**src/rtl/axi4lite_pkg.sv**
```systemverilog
// ----------------------------------------------------------------------------
// axi4lite_pkg
// Shared types and default sizes for the AXI4-Lite register-memory slave.
//   resp_t      : AXI response encoding
//   rd_state_t  : read channel FSM states
//   wr_state_t  : write channel FSM states
//   range_resp  : maps an address range hit to OKAY / SLVERR
// ----------------------------------------------------------------------------
package axi4lite_pkg;

    localparam int DEF_ADDR_WIDTH = 32;
    localparam int DEF_DATA_WIDTH = 32;
    localparam int DEF_MEM_DEPTH  = 16;

    typedef enum logic [1:0] {
        RESP_OKAY   = 2'b00,
        RESP_EXOKAY = 2'b01,
        RESP_SLVERR = 2'b10,
        RESP_DECERR = 2'b11
    } resp_t;

    typedef enum logic {
        RD_IDLE = 1'b0,
        RD_DATA = 1'b1
    } rd_state_t;

    typedef enum logic {
        WR_IDLE = 1'b0,
        WR_RESP = 1'b1
    } wr_state_t;

    function automatic resp_t range_resp(input logic in_range);
        resp_t resp;
        if (in_range) begin
            resp = RESP_OKAY;
        end else begin
            resp = RESP_SLVERR;
        end
        return resp;
    endfunction

endpackage

```
**src/rtl/axi4lite_regfile.sv**
```systemverilog
// ----------------------------------------------------------------------------
// axi4lite_regfile
// MEM_DEPTH x DATA_WIDTH word storage.
//   i_clk    : clock
//   i_srst   : synchronous clear of every word and of the read register
//   i_we     : write enable, i_waddr word index, i_wdata / i_wstrb byte lanes
//   i_re     : read enable, i_raddr word index
//   i_rhit   : read address is in range; when low the read register loads 0
//   o_rdata  : registered read data, held between read enables
// ----------------------------------------------------------------------------
import axi4lite_pkg::*;

module axi4lite_regfile #(
    parameter int DATA_WIDTH = DEF_DATA_WIDTH,
    parameter int MEM_DEPTH  = DEF_MEM_DEPTH,
    localparam int IDX_W     = $clog2(MEM_DEPTH),
    localparam int STRB_W    = DATA_WIDTH / 8
) (
    input  logic                  i_clk,
    input  logic                  i_srst,
    input  logic                  i_we,
    input  logic [IDX_W-1:0]      i_waddr,
    input  logic [DATA_WIDTH-1:0] i_wdata,
    input  logic [STRB_W-1:0]     i_wstrb,
    input  logic                  i_re,
    input  logic [IDX_W-1:0]      i_raddr,
    input  logic                  i_rhit,
    output logic [DATA_WIDTH-1:0] o_rdata
);

    logic [DATA_WIDTH-1:0] r_mem [MEM_DEPTH];
    logic [DATA_WIDTH-1:0] r_rdata;

    // Storage array: clear on reset, otherwise byte-lane masked write.
    always_ff @(posedge i_clk) begin
        if (i_srst) begin
            for (int i = 0; i < MEM_DEPTH; i++) begin
                r_mem[i] <= '0;
            end
        end else if (i_we) begin
            for (int b = 0; b < STRB_W; b++) begin
                if (i_wstrb[b]) begin
                    r_mem[i_waddr][8*b +: 8] <= i_wdata[8*b +: 8];
                end
            end
        end
    end

    // Read register: samples the array before any same-edge write lands.
    always_ff @(posedge i_clk) begin
        if (i_srst) begin
            r_rdata <= '0;
        end else if (i_re) begin
            r_rdata <= i_rhit ? r_mem[i_raddr] : '0;
        end
    end

    assign o_rdata = r_rdata;

endmodule

```
**src/rtl/axi4_lite_slave.sv**
```systemverilog
// ----------------------------------------------------------------------------
// axi4_lite_slave
// AXI4-Lite slave backed by a word-addressable register memory.
//   A_CLK / A_RSTn            : clock, synchronous active-high reset
//   AW_* / W_* / B_*          : write address, data and response channels
//   AR_* / R_*                : read address and data channels
// Word index is ADDR[IDX_W+1:2]; addresses at or beyond MEM_DEPTH*4 answer
// SLVERR, leave memory untouched and read as zero.
// ----------------------------------------------------------------------------
import axi4lite_pkg::*;

module axi4_lite_slave #(
    parameter int ADDR_WIDTH = DEF_ADDR_WIDTH,
    parameter int DATA_WIDTH = DEF_DATA_WIDTH,
    parameter int MEM_DEPTH  = DEF_MEM_DEPTH,
    localparam int IDX_W     = $clog2(MEM_DEPTH),
    localparam int STRB_W    = DATA_WIDTH / 8
) (
    input  logic                  A_CLK,
    input  logic                  A_RSTn,
    input  logic                  AW_VALID,
    output logic                  AW_READY,
    input  logic [ADDR_WIDTH-1:0] AW_ADDR,
    input  logic [2:0]            AW_PROT,
    input  logic                  W_VALID,
    output logic                  W_READY,
    input  logic [DATA_WIDTH-1:0] W_DATA,
    input  logic [STRB_W-1:0]     W_STRB,
    output logic                  B_VALID,
    input  logic                  B_READY,
    output logic [1:0]            B_RESP,
    input  logic                  AR_VALID,
    output logic                  AR_READY,
    input  logic [ADDR_WIDTH-1:0] AR_ADDR,
    input  logic [2:0]            AR_PROT,
    output logic                  R_VALID,
    input  logic                  R_READY,
    output logic [DATA_WIDTH-1:0] R_DATA,
    output logic [1:0]            R_RESP
);

    // ---------------- write channel ----------------
    wr_state_t             r_wr_state;
    wr_state_t             w_wr_state_nxt;
    logic                  r_aw_ready;
    logic                  r_w_ready;
    logic                  r_aw_done;
    logic                  r_w_done;
    logic [ADDR_WIDTH-1:0] r_aw_addr;
    logic [DATA_WIDTH-1:0] r_w_data;
    logic [STRB_W-1:0]     r_w_strb;
    logic                  r_b_valid;
    resp_t                 r_b_resp;

    logic                  w_aw_hs;
    logic                  w_w_hs;
    logic                  w_have_aw;
    logic                  w_have_w;
    logic                  w_commit;
    logic                  w_wr_ok;
    logic [ADDR_WIDTH-1:0] w_wr_addr;
    logic [DATA_WIDTH-1:0] w_wr_data;
    logic [STRB_W-1:0]     w_wr_strb;

    // ---------------- read channel ----------------
    rd_state_t             r_rd_state;
    rd_state_t             w_rd_state_nxt;
    logic                  r_ar_ready;
    logic                  r_r_valid;
    resp_t                 r_r_resp;
    logic                  w_ar_hs;
    logic                  w_rd_ok;
    logic                  w_unused;

    assign w_aw_hs   = AW_VALID & r_aw_ready;
    assign w_w_hs    = W_VALID & r_w_ready;
    assign w_have_aw = r_aw_done | w_aw_hs;
    assign w_have_w  = r_w_done | w_w_hs;
    assign w_commit  = (r_wr_state == WR_IDLE) & w_have_aw & w_have_w;

    // A beat captured earlier takes priority; its READY is already low so
    // no new beat of that channel can arrive in the same cycle.
    assign w_wr_addr = r_aw_done ? r_aw_addr : AW_ADDR;
    assign w_wr_data = r_w_done  ? r_w_data  : W_DATA;
    assign w_wr_strb = r_w_done  ? r_w_strb  : W_STRB;
    assign w_wr_ok   = (w_wr_addr >> (IDX_W + 2)) == '0;

    assign w_ar_hs   = AR_VALID & r_ar_ready;
    assign w_rd_ok   = (AR_ADDR >> (IDX_W + 2)) == '0;

    assign w_unused  = ^{AW_PROT, AR_PROT};

    // Write FSM next-state decode.
    always_comb begin
        w_wr_state_nxt = r_wr_state;
        case (r_wr_state)
            WR_IDLE: begin
                if (w_commit) begin
                    w_wr_state_nxt = WR_RESP;
                end else begin
                    w_wr_state_nxt = WR_IDLE;
                end
            end
            WR_RESP: begin
                if (B_READY) begin
                    w_wr_state_nxt = WR_IDLE;
                end else begin
                    w_wr_state_nxt = WR_RESP;
                end
            end
            default: w_wr_state_nxt = WR_IDLE;
        endcase
    end

    // Write FSM state register.
    always_ff @(posedge A_CLK) begin
        if (A_RSTn) begin
            r_wr_state <= WR_IDLE;
        end else begin
            r_wr_state <= w_wr_state_nxt;
        end
    end

    // Write channel handshake flags, beat capture and response register.
    always_ff @(posedge A_CLK) begin
        if (A_RSTn) begin
            r_aw_ready <= 1'b0;
            r_w_ready  <= 1'b0;
            r_aw_done  <= 1'b0;
            r_w_done   <= 1'b0;
            r_aw_addr  <= '0;
            r_w_data   <= '0;
            r_w_strb   <= '0;
            r_b_valid  <= 1'b0;
            r_b_resp   <= RESP_OKAY;
        end else begin
            case (r_wr_state)
                WR_IDLE: begin
                    if (w_commit) begin
                        r_aw_ready <= 1'b0;
                        r_w_ready  <= 1'b0;
                        r_aw_done  <= 1'b0;
                        r_w_done   <= 1'b0;
                        r_b_valid  <= 1'b1;
                        r_b_resp   <= range_resp(w_wr_ok);
                    end else begin
                        r_aw_ready <= ~w_have_aw;
                        r_w_ready  <= ~w_have_w;
                        r_aw_done  <= w_have_aw;
                        r_w_done   <= w_have_w;
                        if (w_aw_hs) begin
                            r_aw_addr <= AW_ADDR;
                        end
                        if (w_w_hs) begin
                            r_w_data <= W_DATA;
                            r_w_strb <= W_STRB;
                        end
                    end
                end
                WR_RESP: begin
                    if (B_READY) begin
                        r_b_valid  <= 1'b0;
                        r_aw_ready <= 1'b1;
                        r_w_ready  <= 1'b1;
                    end
                end
                default: begin
                    r_b_valid <= 1'b0;
                end
            endcase
        end
    end

    // Read FSM next-state decode.
    always_comb begin
        w_rd_state_nxt = r_rd_state;
        case (r_rd_state)
            RD_IDLE: begin
                if (w_ar_hs) begin
                    w_rd_state_nxt = RD_DATA;
                end else begin
                    w_rd_state_nxt = RD_IDLE;
                end
            end
            RD_DATA: begin
                if (R_READY) begin
                    w_rd_state_nxt = RD_IDLE;
                end else begin
                    w_rd_state_nxt = RD_DATA;
                end
            end
            default: w_rd_state_nxt = RD_IDLE;
        endcase
    end

    // Read FSM state register.
    always_ff @(posedge A_CLK) begin
        if (A_RSTn) begin
            r_rd_state <= RD_IDLE;
        end else begin
            r_rd_state <= w_rd_state_nxt;
        end
    end

    // Read channel ready/valid and response register.
    always_ff @(posedge A_CLK) begin
        if (A_RSTn) begin
            r_ar_ready <= 1'b0;
            r_r_valid  <= 1'b0;
            r_r_resp   <= RESP_OKAY;
        end else begin
            case (r_rd_state)
                RD_IDLE: begin
                    if (w_ar_hs) begin
                        r_ar_ready <= 1'b0;
                        r_r_valid  <= 1'b1;
                        r_r_resp   <= range_resp(w_rd_ok);
                    end else begin
                        r_ar_ready <= 1'b1;
                    end
                end
                RD_DATA: begin
                    if (R_READY) begin
                        r_r_valid  <= 1'b0;
                        r_ar_ready <= 1'b1;
                    end
                end
                default: begin
                    r_r_valid <= 1'b0;
                end
            endcase
        end
    end

    // Read data is loaded only on an AR handshake, so it stays stable while
    // R_VALID waits for R_READY.
    axi4lite_regfile #(
        .DATA_WIDTH (DATA_WIDTH),
        .MEM_DEPTH  (MEM_DEPTH)
    ) u_regfile (
        .i_clk   (A_CLK),
        .i_srst  (A_RSTn),
        .i_we    (w_commit & w_wr_ok),
        .i_waddr (w_wr_addr[IDX_W+1:2]),
        .i_wdata (w_wr_data),
        .i_wstrb (w_wr_strb),
        .i_re    (w_ar_hs),
        .i_raddr (AR_ADDR[IDX_W+1:2]),
        .i_rhit  (w_rd_ok),
        .o_rdata (R_DATA)
    );

    assign AW_READY = r_aw_ready;
    assign W_READY  = r_w_ready;
    assign B_VALID  = r_b_valid;
    assign B_RESP   = r_b_resp;
    assign AR_READY = r_ar_ready;
    assign R_VALID  = r_r_valid;
    assign R_RESP   = r_r_resp;

endmodule

```
**config.mk**
```make
export PLATFORM = sky130hd
export DESIGN_NAME = axi4_lite_slave
export DESIGN_NICKNAME = d
export VERILOG_FILES = /design/src/rtl/axi4lite_pkg.sv /design/src/rtl/axi4lite_regfile.sv /design/src/rtl/axi4_lite_slave.sv
export SDC_FILE = /design/constraint.sdc
export NUM_CORES = 1
export LEC_CHECK = 0
export ABC_AREA = 1
export CAP_MARGIN = 10
export CORE_UTILIZATION = 30
export DETAILED_ROUTE_END_ITERATION = 6
export PLACE_DENSITY_LB_ADDON = 0.3
export SETUP_SLACK_MARGIN = 0.15
export SYNTH_ARGS = -nofsm -noshare
export SYNTH_HDL_FRONTEND = slang
export SYNTH_HIERARCHICAL = 1
export SYNTH_SLANG_ARGS = --single-unit
```
**constraint.sdc**
```tcl
create_clock -name A_CLK -period 5.1 [get_ports A_CLK]
set_clock_uncertainty 0.1 [all_clocks]
set_input_delay 0.51 -clock A_CLK [delete_from_list [all_inputs] [get_ports A_CLK]]
set_output_delay 0.51 -clock A_CLK [all_outputs]
set_load 0.005 [all_outputs]
```
==> results_dict.tcl, run 1 <==
set metrics [dict create \
    ys_seq_elements 621 \
    holdPathStages 2 \
    crit_type "reg2reg" \
    required_ps 5260 \
    final.fill_count 10100 \
    portBuffers 141 \
    core_um2 97300 \
    hold_viol 0 \
    antenna_cells 0 \
    vias 22700 \
    timing.final.crit_share_pct 69.9 \
    die_h_um 317 \
    holdWs_ps 346 \
    period_minus_slack_ps 3570 \
    top_usage_layer "met2" \
    grtUsageMet1_pct 23.0 \
    path_max_fanout 10 \
    drv_slew 0 \
    setup.worst_path.end_class "flip-flop" \
    routed_wl_um 86500 \
    ir_drop_uv 257 \
    hold_class "reg2reg" \
    yosys.area.top_type "edfxtp_1" \
    dr.pass1.iters 5 \
    postSynthAreaPerCell_um2 8.49 \
    finalSetupViolations 0 \
    h-tree-depth 3 \
    grt_antenna_before_repair 7 \
    grtUsageMet3_pct 3.34 \
    grt_pass1_wl_um 131000 \
    powerDensity_nw_per_um2 347 \
    synth.distinct_cells 31 \
    max_slew_margin_pct 34.3 \
    clock_sinks 621 \
    clk_pin_slew_ps 60 \
    regArea_um2 17600 \
    vias_per_cell 4.63 \
    place_hpwl_um 53500 \
    grt_max_degree 144 \
    die_w_um 317 \
    root_buffer "clkbuf_16" \
    clkLatencyLatePin_ps 620 \
    start_util_pct 30.5 \
    drt_iter0_drc 1801 \
    drc 0 \
    fin_setup_tns_ps 0 \
    rr_worst_depth 6 \
    synth_top_area_share_pct 51.8 \
    grt_use_met2_pct 28.1 \
    postRouteAntennaNets 0 \
    cts_resized 0 \
    grt_pass1_vias 21900 \
    cts_made_buffers 72 \
    grt_overflow_total 0 \
    rows 114 \
    worstPathArrival_ps 3730 \
    holdBufCountCts 0 \
    leakage_nw 14.6 \
    syn_inst 3495 \
    synth-seq-area-share_pct 59.2 \
    wl_per_cell_um 17.6 \
    ys_warn_count 6 \
    fmax_ghz 0.280 \
    drive_gt1_share_pct 6.58 \
    utilization_pct 35.3 \
    maxCapViolCount 0 \
    final_common_cell "nand2_1" \
    final_cell_mix "1000 x nand2_1, 650 x nor2_1, 512 x edfxtp_1, 443 x inv_1, 402 x nand3_1" \
    multiInputGateArea_um2 9320 \
    netlist_top_cells_area "edfxtp_1 52%, nand2_1 13%, nor2_1 8.2%" \
    cts_setup_buffers 0 \
    area_growth_pct 15.6 \
    run_status "completed" \
    io_pins 154 \
    grtUsageTotal_pct 17.2 \
    synthesis.area_um2 29700 \
    fp.dieArea_um2 100000 \
    layout.nets 3687 \
    clock_path_buffers 3 \
    gp_congestion 0.785 \
    rsz0062_at_grt "false" \
    tightest_slew_ps 981 \
    regToRegSetupSlack_ps 1530 \
    cp-start-kind "flip-flop" \
    cts_tree "built" \
]
[logic make-up (layout without fill, tap and decap cells)]
kind of cell / count (synthesis) / after routing / share of synthesized area [%]
flip-flops: 621 / 621 / 59.2
AND/OR/NAND/NOR: 2104 / 2104 / 28.8
other: 1 / 2 / 0.0126
AO/OA/AOI/OAI: 130 / 130 / 2.63
buffers and inverters: 639 / 774 / 9.44
[power by group]
part	internal, mW	switching (mW)
logic	0.300	0.834
registers	5.66	0.0613
clock network	3.00	2.06
[state kept, by name, summed over array words and instances, names as in the netlist, 4 cells and up]
signal	cells
u_regfile/r_mem	512
r_w_data	32
u_regfile/o_rdata	32
r_aw_addr	30
r_w_strb	4
[layout make-up]
type                            count  area share, %
Sequential cell                   621           51.2
Multi-Input combinational cell   2236           27.2
Clock buffer                       98           5.72
Timing Repair Buffer              190           5.34
Inverter                          453           5.00
Tap cell                         1276           4.65
Clock inverter                     33          0.934
[worst paths after layout]
path,start,end
max,r_aw_done,u_regfile/r_mem[8][23]
min,r_aw_addr[4],r_aw_addr[4]
max reg2reg,r_aw_done,u_regfile/r_mem[8][23]
min reg2reg,r_aw_addr[4],r_aw_addr[4]
[critical path, stage by stage, from the launching register on]
cell and delay (ps):
dfxtp_1 570, inv_2 170, o21ai_0 500, nand2_1 210, nor2_1 780, nand2_1 450, nand2_1 420
[per-stage QoR]
| step | worst slack (ps) | power (mW) | cell area (µm²) | cells |
|---|---|---|---|---|
| 4_1_cts | 1580 | 12.0 | 34300 | 4907 |
| 3_5_place_dp | 1170 | 6.96 | 32000 | 4776 |
| 6_report | 1530 | 11.9 | 34300 | 4907 |
| 5_1_grt | 1410 | 12.4 | 34300 | 4907 |
| 2_1_floorplan | 2470 | 6.52 | 29700 | 3496 |
| 3_3_place_gp | 1170 | 6.95 | 32000 | 4776 |
[synthesized netlist by cell type (all sizes together)]
master     n
nor3       7
a211oi     1
or2        2
a21oi     66
nor2     655
o21ai     60
nand3    402
buf      118
nand2   1038
edfxtp   512
a21boi     1
clkbuf    68
conb       1
o21a       2
clkinv     2
inv      451
dfxtp    109
[layer usage]
| layer | up-vias | part of all wire (%) | wire [µm] |
|---|---|---|---|
| met3 | 136 | 7.0 | 6020 |
| met5 | - | 0.099 | 86 |
| li1 | 11200 | - | - |
| met2 | 701 | 47 | 40200 |
| met1 | 10700 | 44 | 38000 |
| met4 | 12 | 2.5 | 2140 |
Note: power is estimated with default switching activity, not from simulation.
==> run 2: changes to the inputs <==
Clock period 5.1 ns to 3.2 ns, I/O delays scaled along.
==> run 2 against run 1 <==
  * Flip-flop and latch count unchanged
  * Final area increased by 2.2%
  * Sequential share of layout area decreased by 1.1 points
  * Die area unchanged
  * Register-to-register slack got worse by 1100 ps
  * Non-clock buffer count increased by 86
  * Largest cell class unchanged
==> results_dict.tcl, run 2 (synthesis gave the netlist of run 1 again) <==
set metrics [dict create \
    run_status "completed" \
    final_cell_mix "1000 x nand2_1, 650 x nor2_1, 512 x edfxtp_1, 443 x inv_1, 402 x nand3_1" \
    drt_iter0_drc 1743 \
    die_h_um 317 \
    start_util_pct 30.5 \
    grt_max_degree 104 \
    regArea_um2 17600 \
    gp_congestion 0.802 \
    layout.nets 3773 \
    rows 114 \
    drive_gt1_share_pct 8.56 \
    grt_pass1_wl_um 130000 \
    vias 22800 \
    worstPathArrival_ps 2980 \
    ir_drop_uv 317 \
    rsz0062_at_grt "false" \
    clkLatencyLatePin_ps 630 \
    cp-start-kind "flip-flop" \
    io_pins 154 \
    grt_overflow_total 0 \
    top_register "u_regfile/r_mem" \
    timing.final.crit_share_pct 87.5 \
    largest_reg_flops 512 \
    cts_resized 0 \
    grt_antenna_before_repair 6 \
    cts_tree "built" \
    p_total_mw 18.8 \
    fmax_ghz 0.357 \
    core_um2 97300 \
    finalSetupViolations 0 \
    required_ps 3380 \
    hold_class "in2reg" \
    crit_type "reg2reg" \
    root_buffer "clkbuf_16" \
    portBuffers 141 \
    antenna_cells 0 \
    cts_setup_buffers 0 \
    grt_pass1_vias 21800 \
    drc 0 \
    routed_wl_um 85500 \
    leakage_nw 15.0 \
    dr.pass1.iters 6 \
    fin_ws_ps 400 \
    max_slew_margin_pct 27.6 \
    final_common_cell "nand2_1" \
    vias_per_cell 4.57 \
    die_w_um 317 \
    period_minus_slack_ps 2800 \
    drv_slew 0 \
    postRouteAntennaNets 0 \
    clock_sinks 621 \
    clock_path_buffers 3 \
    final.fill_count 9984 \
    multiInputGateArea_um2 9320 \
    fin_setup_tns_ps 0 \
    setup.worst_path.end_class "flip-flop" \
    place_hpwl_um 54600 \
    tightest_slew_ps 1080 \
    holdWs_ps 208 \
    maxCapViolCount 0 \
    powerDensity_nw_per_um2 537 \
    hold_viol 0 \
    holdBufCountCts 1 \
    place_ws_ps 32.5 \
    cts_made_buffers 72 \
    path_max_fanout 10 \
    h-tree-depth 3 \
    area_growth_pct 18.1 \
    grtUsageTotal_pct 17.1 \
    wl_per_cell_um 17.1 \
    clk_pin_slew_ps 60 \
    fp.dieArea_um2 100000 \
]
[run 2: layer usage]
metal / share of wire [%] / up-vias / GRT usage [%]
li1: - / 11400 / -
met1: 45 / 10600 / 23.1
met2: 46 / 663 / 27.4
met3: 6.7 / 150 / 3.39
met4: 3.0 / 12 / 5.34
met5: 0.094 / - / 0
[run 2: final cells by class]
class / instances / share of cell area, %
inverters: 453 / 4.90
multi-input cells: 2236 / 26.6
repair buffers: 276 / 7.50
clock inverters: 33 / 0.785
flip-flops and latches: 621 / 50.1
well taps: 1276 / 4.56
clock buffers: 98 / 5.57
[run 2: critical path, stage by stage, from the launching register on]
cell     delay, ps
dfxtp_1        360
inv_2           90
nand2_1         60
o21ai_0        140
inv_1          100
nand2_1        120
nor2_1         850
nand2_2        280
nand2_1        360
[run 2: path summary, 6_finish.rpt]
check | startpoint | to | slack [ps] | cells past startpoint
min reg2reg | r_aw_addr[3] | r_aw_addr[3] | 350 | 2
max | r_aw_done | u_regfile/r_mem[0][12] | 400 | 8
max reg2reg | r_aw_done | u_regfile/r_mem[0][12] | 400 | 8
min | R_READY | R_VALID | 210 | 2
[run 2: report_power, final]
| group | switching [mW] | internal (mW) |
|---|---|---|
| registers | 0.0941 | 9.01 |
| clock network | 3.31 | 4.53 |
| logic | 1.33 | 0.528 |
[run 2: metrics by stage]
step                cells  instance area (µm²)  util, %
detailed placement   4861                32800     33.7
global route         4993                35000     36.0
floorplan            3496                29700        -
finish               4993                35000     36.0
global placement     4861                32800     33.7
CTS                  4993                35000     36.0
==> run 3: changes to the inputs <==
Settings changed: DONT_BUFFER_PORTS from default to 1.
==> run 3 against run 2 <==
  * Clock power rose by 2%
  * Non-clock buffer count is 53 lower
  * Critical path type unchanged
  * Critical endpoint is now u_regfile/r_mem[1][14]
  * Combinational power shrank 7%
  * Highest routed layer is now met4
  * Via count is essentially flat
  * Largest cell class unchanged
==> results_dict.tcl, run 3 (synthesis gave the netlist of run 1 again) <==
set metrics [dict create \
    p_total_mw 18.8 \
    fin_ws_ps 219 \
    clock_sinks 621 \
    crit_chain "inv_2 -> o21ai_0 -> nand2_1 -> nor2_2 -> buf_4 -> nand2_2 -> nand2_1" \
    grtUsageMet1_pct 23.3 \
    switching_share_pct 24.5 \
    ir_drop_uv 385 \
    vias 22800 \
    final_cell_mix "1000 x nand2_1, 648 x nor2_1, 512 x edfxtp_1, 443 x inv_1, 402 x nand3_1" \
    routed_wl_um 88100 \
    period_minus_slack_ps 2980 \
    cts_tree "built" \
    clk_pin_slew_ps 70 \
    setup.worst_path.end_class "flip-flop" \
    regArea_um2 17600 \
    multiInputGateArea_um2 9330 \
    timing.final.crit_share_pct 93.2 \
    largest_reg_flops 512 \
    start_util_pct 30.5 \
    grt_antenna_before_repair 1 \
    internal-power_mw 14.2 \
    cp-start-kind "flip-flop" \
    design_area_um2 34600 \
    vias_per_cell 4.63 \
    utilization_pct 35.5 \
    h-tree-depth 3 \
    p_sw_mw 4.61 \
    final.fill_count 9990 \
    powerDensity_nw_per_um2 545 \
    grt_use_met2_pct 29.3 \
    portBuffers 0 \
    tightest_slew_ps 1200 \
    cts_made_buffers 68 \
    run_status "completed" \
    drt_iter0_drc 1538 \
    crit_top_cell "nand2_1" \
    slowest_stage "dfxtp_1" \
    clkLatencyLatePin_ps 630 \
    core_um2 97300 \
    grt_max_degree 258 \
    die_w_um 317 \
    place_hpwl_um 52900 \
    final_common_cell "nand2_1" \
    slowest_delay_ps 560 \
    grtUsageTotal_pct 17.6 \
    leakage_nw 14.9 \
    grt_pass1_vias 22000 \
    postRouteAntennaNets 0 \
    hold_class "in2reg" \
    finalSetupViolations 0 \
    worstPathArrival_ps 3150 \
    rsz0062_at_grt "true" \
    drv_slew 0 \
    place_ws_ps 36.2 \
    required_ps 3370 \
    dr.pass1.iters 5 \
    fin_setup_tns_ps 0 \
    gp_congestion 0.811 \
    drc 0 \
    path_max_fanout 10 \
    fp.dieArea_um2 100000 \
    p_comb_share_pct 9.2 \
    top_usage_layer "met2" \
    holdWs_ps 7.94 \
    seqPwrFrac_pct 48.4 \
    placed_cells 4715 \
    rows 114 \
    io_pins 154 \
    grt_pass1_wl_um 133000 \
    fmax_ghz 0.335 \
    clock_path_buffers 3 \
    root_buffer "clkbuf_16" \
    clockPowerShare_pct 42.4 \
    die_h_um 317 \
    grtUsageMet3_pct 3.17 \
    wl_per_cell_um 17.9 \
    fin_cells 4933 \
    regToRegSetupSlack_ps 220 \
    hold_viol 0 \
    crit_type "reg2reg" \
    cts_setup_buffers 0 \
    maxCapViolCount 0 \
    drive_gt1_share_pct 8.89 \
    grt_overflow_total 0 \
    top_register "u_regfile/r_mem" \
    max_slew_margin_pct 20.0 \
    area_growth_pct 16.5 \
    layout.nets 3716 \
    postPlaceCellArea_um2 31300 \
]
## run 3: cell types whose count changed in the layout (fill, tap and decap cells not counted), moves of 2 or more
cell             previous run  this run
clkinv_2                    9        16
buf_2                       2         0
buf_4                     119       117
nor2_1                    650       648
clkbuf_1                   22         9
buf_12                     17        13
clkdlybuf4s50_1           136         0
dlygate4sd3_1               1        92
clkbuf_8                    4         9
nor2_2                      4         6
clkinv_1                   15         7
## run 3: power groups by stage
stage | sequential (mW) | clock (mW) | combinational, mW
floorplan | 9.25 | 0 | 1.14
detailed placement | 9.28 | 0 | 1.59
finish | 9.11 | 7.98 | 1.73
global placement | 9.27 | 0 | 1.59
global route | 9.14 | 8.42 | 1.91
CTS | 9.11 | 8.14 | 1.74
## run 3: worst max-delay path, delay by kind of cell (launching register included)
family	cells	cell delay (ps)
buffers and inverters	2	380
DFF	1	560
AOI/OAI and AO/OA	1	520
and+or+nand+nor	4	1040
## run 3: cell type report
class                           instances  area share (%)
Timing Repair Buffer                  223            6.04
Inverter                              453            4.96
Multi-Input combinational cell       2236            27.0
Tap cell                             1276            4.62
Clock inverter                         32           0.836
Clock buffer                           91            5.74
Antenna cell                            1         0.00724
Sequential cell                       621            50.8
## run 3: path summary, 6_finish.rpt
| kind | to | start | cells after the start |
|---|---|---|---|
| max | u_regfile/r_mem[1][14] | r_aw_done | 7 |
| min | B_RESP[1] | AW_ADDR[27] | 6 |
| max reg2reg | u_regfile/r_mem[1][14] | r_aw_done | 7 |
| min reg2reg | r_aw_addr[12] | r_aw_addr[12] | 2 |
## run 3: per-layer routing
| layer | vias to the layer above | part of all wire, % | wire [µm] |
|---|---|---|---|
| met5 | - | 0 | 0 |
| met4 | 0 | 1.9 | 1700 |
| met3 | 104 | 6.9 | 6120 |
| met2 | 682 | 47 | 41400 |
| met1 | 10800 | 44 | 38900 |
| li1 | 11200 | - | - |
## run 3: what timing repair did
| item | CTS | global route |
|---|---|---|
| gates cloned | 0 | 0 |
| hold buffers | 94 | 0 |
| hold endpoints to repair | 107 | 0 |
| resized for setup | 1 | 1 |
| endpoints found under the setup margin | 24 | 435 |
